$ cat src/rtl/mem_copy_master.sv
// Bus master that copies a block of words from src_addr to dst_addr with READ/WRITE commands.
// Build option: define CHECKSUM_EN to add a running checksum output port.
module mem_copy_master #(
  parameter int unsigned READ_LAT = 1,
  parameter int unsigned AW       = 9,
  parameter int unsigned DW       = 16
) (
  input  logic          clk,
  input  logic          reset,
  input  logic          start,
  input  logic [AW-1:0] src_addr,
  input  logic [AW-1:0] dst_addr,
  input  logic [AW-1:0] length,
  output logic          busy,
  output logic          done,
  output logic [1:0]    mem_cmd,
  output logic [AW-1:0] mem_addr,
  output logic [DW-1:0] write_data,
`ifdef CHECKSUM_EN
  output logic [DW-1:0] checksum,
`endif
  input  logic [DW-1:0] read_data
);

  localparam int unsigned CW = $clog2(READ_LAT + 2);
  localparam logic [1:0] CMD_NONE  = 2'b00;
  localparam logic [1:0] CMD_READ  = 2'b01;
  localparam logic [1:0] CMD_WRITE = 2'b10;

  typedef enum logic [1:0] {IDLE, RD, WR, DONE} state_t;

  state_t        state, state_d;
  logic [1:0]    cmd_d;
  logic [AW-1:0] addr_d;
  logic [DW-1:0] wdata_d;
  logic          busy_d, done_d;
  logic [AW-1:0] src_q, src_d, dst_q, dst_d, len_q, len_d;
  logic [AW-1:0] idx, idx_d, idx_nxt;
  logic [CW-1:0] rd_cnt, rd_cnt_d;
`ifdef CHECKSUM_EN
  logic [DW-1:0] sum_d;
`endif

  // State and registered outputs
  always_ff @(posedge clk or posedge reset) begin
    if (reset) begin
      state      <= IDLE;
      mem_cmd    <= CMD_NONE;
      mem_addr   <= '0;
      write_data <= '0;
      busy       <= 1'b0;
      done       <= 1'b0;
      src_q      <= '0;
      dst_q      <= '0;
      len_q      <= '0;
      idx        <= '0;
      rd_cnt     <= '0;
`ifdef CHECKSUM_EN
      checksum   <= '0;
`endif
    end else begin
      state      <= state_d;
      mem_cmd    <= cmd_d;
      mem_addr   <= addr_d;
      write_data <= wdata_d;
      busy       <= busy_d;
      done       <= done_d;
      src_q      <= src_d;
      dst_q      <= dst_d;
      len_q      <= len_d;
      idx        <= idx_d;
      rd_cnt     <= rd_cnt_d;
`ifdef CHECKSUM_EN
      checksum   <= sum_d;
`endif
    end
  end

  // Next state and next output values
  always_comb begin
    state_d  = state;
    cmd_d    = mem_cmd;
    addr_d   = mem_addr;
    wdata_d  = write_data;
    busy_d   = busy;
    done_d   = 1'b0;
    src_d    = src_q;
    dst_d    = dst_q;
    len_d    = len_q;
    idx_d    = idx;
    rd_cnt_d = rd_cnt;
    idx_nxt  = idx + AW'(1);
`ifdef CHECKSUM_EN
    sum_d    = checksum;
`endif
    unique case (state)
      IDLE: begin
        cmd_d  = CMD_NONE;
        busy_d = 1'b0;
        if (start) begin
          src_d  = src_addr;
          dst_d  = dst_addr;
          len_d  = length;
          idx_d  = '0;
          busy_d = 1'b1;
`ifdef CHECKSUM_EN
          sum_d  = '0;
`endif
          if (length != '0) begin
            state_d  = RD;
            cmd_d    = CMD_READ;
            addr_d   = src_addr;
            rd_cnt_d = '0;
          end else begin
            state_d = DONE;
            done_d  = 1'b1;
          end
        end
      end
      RD: begin
        // READ stays on the bus until the read data has been captured
        if (rd_cnt == CW'(READ_LAT)) begin
          state_d = WR;
          cmd_d   = CMD_WRITE;
          addr_d  = dst_q + idx;
          wdata_d = read_data;
`ifdef CHECKSUM_EN
          sum_d   = checksum + read_data;
`endif
        end else begin
          rd_cnt_d = rd_cnt + CW'(1);
        end
      end
      WR: begin
        idx_d = idx_nxt;
        if (idx_nxt == len_q) begin
          state_d = DONE;
          cmd_d   = CMD_NONE;
          done_d  = 1'b1;
        end else begin
          state_d  = RD;
          cmd_d    = CMD_READ;
          addr_d   = src_q + idx_nxt;
          rd_cnt_d = '0;
        end
      end
      DONE: begin
        state_d = IDLE;
        cmd_d   = CMD_NONE;
        busy_d  = 1'b0;
      end
      default: state_d = IDLE;
    endcase
  end

endmodule

$ cat config.mk
export PLATFORM = sky130hd
export DESIGN_NAME = mem_copy_master
export DESIGN_NICKNAME = d
export VERILOG_FILES = /design/src/rtl/mem_copy_master.sv
export SDC_FILE = /design/constraint.sdc
export NUM_CORES = 1
export LEC_CHECK = 0
export BUFFER_PORTS_ARGS = -buffer_cell sky130_fd_sc_hd__buf_2
export CORE_ASPECT_RATIO = 0.5
export CORE_MARGIN = 2
export CORE_UTILIZATION = 38
export DETAILED_ROUTE_END_ITERATION = 12
export SYNTH_ARGS = -nofsm -noshare
export SYNTH_HDL_FRONTEND = slang
export SYNTH_SLANG_ARGS = --single-unit
$ cat constraint.sdc
create_clock -name clk -period 2.5 [get_ports clk]
set_input_delay 0.125 -clock clk [delete_from_list [all_inputs] [get_ports clk]]
set_output_delay 0.125 -clock clk [all_outputs]
set_load 0.05 [all_outputs]
Word level (Yosys, flattened, before mapping). Index checks and enable logic that the tools add are counted. W data, S select, Z words.

Logic and storage cells: 63. Output and inout bits: 29. Bits of input ports: 46. Register bits after elaboration: 69.

$add $sub $neg: 4. Equal/unequal tests: 10. Muxes and demuxes: 27. Reductions and logical operators: 11.

Operators with widths (count): $mux W9 (5); $pmux W9 S3 (1); $add A9 B9 Y9 (2); $pmux W9 S2 (1); $mux W2 (8); $pmux W2 S4 (2); $ne A2 B2 Y1 const B (5); $reduce_and A5 Y1 (2); $add A9 B1 Y9 const B (1); $eq A9 B9 Y1 (1); $reduce_bool A9 Y1 (1); $reduce_and A2 Y1 (4); $mux W1 (7); $pmux W2 S3 (1); $eq A2 B1 Y1 const B (2); $eq A2 B2 Y1 const B (2); $pmux W1 S2 (2); $reduce_bool A2 Y1 (2); $reduce_bool A3 Y1 (1); $add A2 B1 Y2 const B (1); $logic_not A2 Y1 (1).

Longest topological paths before layout.
Word-level depth: 4. Depth in mapped cells: 11. Gate-level depth less buffers: 11.

Worst setup path after synthesis. Ideal clock, no wire load.

Path kind: reg-to-reg. From: register idx[0]. To: register mem_addr[7]. Slack: -0.125 ns. Data required time: 2.375 ns. Data arrival time: 2.501 ns. Stages on the path, launching flop included: 11. Buffers on the path: 0. Period minus slack after synthesis: 2.625 ns. Library setup time: 0.125 ns. Cell sequence: dfrtp_1 -> ha_1 -> nand3_1 -> xnor2_1 -> ha_1 -> and3_1 -> o2bb2ai_1 -> o21ai_0 -> mux2i_1 -> o32a_1 -> mux2_2.

Cells in the longest elaborated chain, start to end: 4. Elaborated cells between the ends (all ways): 9. Classes of those cells: add/sub (3); eq/ne (2); mux (3); reduce/logical (1).

Ends and longest elaborated chain: from (decl) (line 38) `logic [AW-1:0] idx, idx_d, idx_nxt;`; from (signal assigned) (line 71) `idx <= idx_d;`; $add A9 B1 Y9 (line 92) `idx_nxt = idx + AW'(1);`; $add A9 B9 Y9 or $eq A9 B9 Y1 (tied branches) (line 143, 136); $mux W9 or $ne A2 B2 Y1 (tied branches); $pmux W9 S3 or $reduce_and A5 Y1 (tied branches); to (signal assigned) (line 64) `mem_addr <= addr_d;`; to (decl) (line 17) `output logic [AW-1:0] mem_addr,`.

Several ways; a longest one is shown, not always the timed one. The select of a mux whose other input is x is not followed. A chain may end at the register's enable or synchronous reset.

Worst setup path in the final report.
From: register idx[0]. To: register mem_addr[8].

Same word-level chain as after synthesis.

==> flow_metrics.py <==
metrics = {
    "run_status": {
        "status": "finished, violations left",
        "violations": "negative setup slack",
    },
    "worst_setup_path": {
        "critPathLaunchType": "flop",
        "slowest_stage": "dfrtp_2",
        "cp_top_family": "simple AND/OR/NAND/NOR gates",
        "crit_buf_inv": 0,
        "cp_cell_sequence": "nand3_4 > nor2_4 > xor2_2 > ha_1 > a21o_1 > or3_4 > o22ai_4 > xnor2_1 > o221ai_1 > mux2_4",
        "crit_cells": 10,
        "end_kind": "flop",
        "r2r_cells": 10,
        "crit_fanout": 5,
        "worstPathRequired_ns": 2.72,
        "crit_arrival_ns": 2.76,
        "cpPeakStageDelay_ns": 0.45,
        "crit_type": "flop to flop",
    },
    "grt": {
        "gr-total-overflow": 0,
        "grt_util_met3_pct": 5.18,
        "grt_pass1_wl_mm": 16.3,
        "first_global_vias": 3141,
        "grt_util_met2_pct": 25.9,
        "grt_use_met1_pct": 27.9,
        "antenna_found_initial": 0,
        "grt_max_degree": 47,
        "top_usage_layer": "met1",
        "grt_use_total_pct": 18.5,
    },
    "place": {
        "gp_congestion": 0.808,
        "pre_cts_ws_ns": -0.172,
        "port_buffers": 74,
        "hpwl_mm": 7.34,
        "place_area_um2": 4880,
        "place_inst": 602,
    },
    "cells_and_area": {
        "multiInputGateArea_um2": 2330,
        "final_cells": 629,
        "seqCellArea_um2": 1730,
        "antennaDiodeCount": 0,
        "areaGrowthSynthToFinish_pct": 34.9,
        "design_area_um2": 5430,
        "fin_util_pct": 53.0,
        "n_fill_cell": 912,
        "fin_nets": 556,
        "drive_above_1_share_pct": 46.6,
    },
    "synthesis": {
        "ys_ff_latch": 69,
        "netlist_area_um2": 4030,
        "yosysWarningCount": 0,
        "ys_seq_area_share_pct": 42.9,
        "syn_avg_cell_area_um2": 11.3,
        "synth_fp_nets": 430,
        "synthFlopType": "dfrtp_1",
        "synth_edf_count": 0,
        "synth_cells": 358,
        "synth_cell_type_count": 50,
        "async_reset_ff_share_pct": 100,
    },
    "sta": {
        "slew_violations": 0,
        "max_slew_margin_pct": 48.4,
        "max_freq_mhz": 394,
        "fin_ws_ns": -0.0358,
        "fin_tns_setup_ns": -0.0563,
        "whs_ns": 0.0183,
        "hold_violations": 0,
        "finalClockSkew_ns": 0.00519,
        "setup_viol": 3,
        "period_share_pct": 101,
        "tightest_slew_ns": 0.769,
        "rsz0062_at_grt": "yes",
        "period_minus_slack_ns": 2.54,
    },
    "cts": {
        "cts_inserted_buffers": 9,
        "clk_latency_ns": 0.33,
        "clock_sinks": 69,
        "cts_root_buffer": "clkbuf_16",
        "cts_tree": "yes",
        "path_clk_slew_ns": 0.06,
        "clockBufferDepth": 2,
        "htreeDepth": 3,
    },
    "floorplanning": {
        "start_util_pct": 39.3,
        "rows": 26,
        "die_w_um": 150,
        "fp.dieH_um": 76.8,
        "core_area_um2": 10200,
        "io_pins": 75,
        "die-area_um2": 11500,
    },
    "routing": {
        "vias": 3174,
        "wl_mm": 9.94,
        "avgRoutedWirePerCell_um": 15.8,
        "drtIter0Drc": 238,
        "drtPass1Iterations": 4,
        "vias_per_cell": 5.05,
        "drc": 0,
        "drtAntennaViolNets": 0,
    },
    "run": {
        "drv_cap": 0,
    },
    "hold_path": {
        "min_path_cells": 2,
        "worstHoldPathType": "primary input to flop",
    },
    "power_and_ir_drop": {
        "power_density_nw_per_um2": 492,
        "vdd_ir_drop_max_mv": 0.297,
        "finalPower_mw": 2.67,
        "p_leak_nw": 2.72,
    },
}
cell usage in the layout (no fill, tap or decap), types with 3 or more instances in the layout:
cell,count
buf_2,74
dfrtp_1,67
mux2_2,52
buf_4,52
nand2_1,23
o21ai_0,21
ha_1,21
nor2_1,14
inv_1,11
a21oi_1,10
xnor2_1,9
clkbuf_16,9
nand3_1,8
nand2b_1,8
xnor3_1,6
xor2_1,6
a22o_1,6
a22oi_1,4
a21o_1,4
o21a_1,4
nor2_4,3
xor2_2,3
nor3_1,3
o2bb2ai_1,3
o221ai_1,3
mux2i_1,3
cell families after synthesis:
family / after synthesis / share of synthesized area, %
AND/OR/NAND/NOR: 79 / 10.2
multiplexers: 56 / 15.6
adder cells (fa/ha/maj): 26 / 8.45
flip-flops: 69 / 42.9
AO/OA/AOI/OAI: 74 / 12.5
buffers and inverters: 29 / 2.92
XOR/XNOR: 25 / 7.48
sequential cells by signal (all words and copies together), names as in the netlist:
name and cells:
dst_q 9, busy 1, mem_cmd 2, rd_cnt 2, state 2, len_q 9, idx 9, src_q 9
done 1, write_data 16, mem_addr 9
synth_stat cells, types with 4 or more instances:
cell type	number	area (µm²)
dfrtp_1	69	1730
mux2_2	52	586
ha_1	24	300
nand2_1	24	90.1
o21ai_0	22	110
nor2_1	19	71.3
inv_1	14	52.6
clkbuf_1	12	45.0
a21oi_1	11	55.1
nand3_1	10	50.1
xnor2_1	10	87.6
xor2_1	9	78.8
nand2b_1	8	50.1
a22o_1	6	52.6
xnor3_1	6	135
a21o_1	4	30.0
a22oi_1	4	30.0
o21a_1	4	30.0
area by class of cell:
class	count	share of cell area [%]
multi-input combinational	260	43.0
clock inverter	4	1.29
clock buffer	12	4.72
timing repair buffer	130	15.0
tap	140	3.22
sequential	69	31.8
inverter	14	1.01
power breakdown:
group	total (mW)	internal (mW)	leakage, nW	switching, mW
Clock	1.40	0.924	0.163	0.471
Sequential	1.14	1.13	0.895	0.00597
Combinational	0.141	0.0476	1.66	0.0935
Total	2.67	2.10	2.72	0.571
layer usage:
layer  wire length (µm)  part of all wire [%]
met4                101                   1.0
met1               5030                    51
met2               4130                    42
met5                  0                     0
met3                682                   6.9
final timing paths:
path	from	endpoint	slack, ns
min in group asynchronous	reset	write_data[8]$_DFFE_PP0P_	0.50
hold / removal	read_data[9]	write_data[9]$_DFFE_PP0P_	0.02
max in group asynchronous	reset	len_q[3]$_DFFE_PP0P_	1.26
setup reg to reg	idx[0]$_DFFE_PP0P_	mem_addr[8]$_DFFE_PP0P_	-0.04
setup / recovery	idx[0]$_DFFE_PP0P_	mem_addr[8]$_DFFE_PP0P_	-0.04
hold reg to reg	mem_cmd[1]$_DFFE_PP0P_	mem_cmd[1]$_DFFE_PP0P_	0.49
what timing repair did:
| item | 4_1_cts | 5_1_grt |
|---|---|---|
| resized for setup | 9 | 23 |
| cloned | 0 | 0 |
| pin swaps | 3 | 20 |
| hold endpoints to repair | 45 | 0 |
| endpoints found under the setup margin | 8 | 9 |
| hold buffers | 1 | 0 |
| setup buffers | 4 | 6 |
Power figures use the tool's default switching activity.
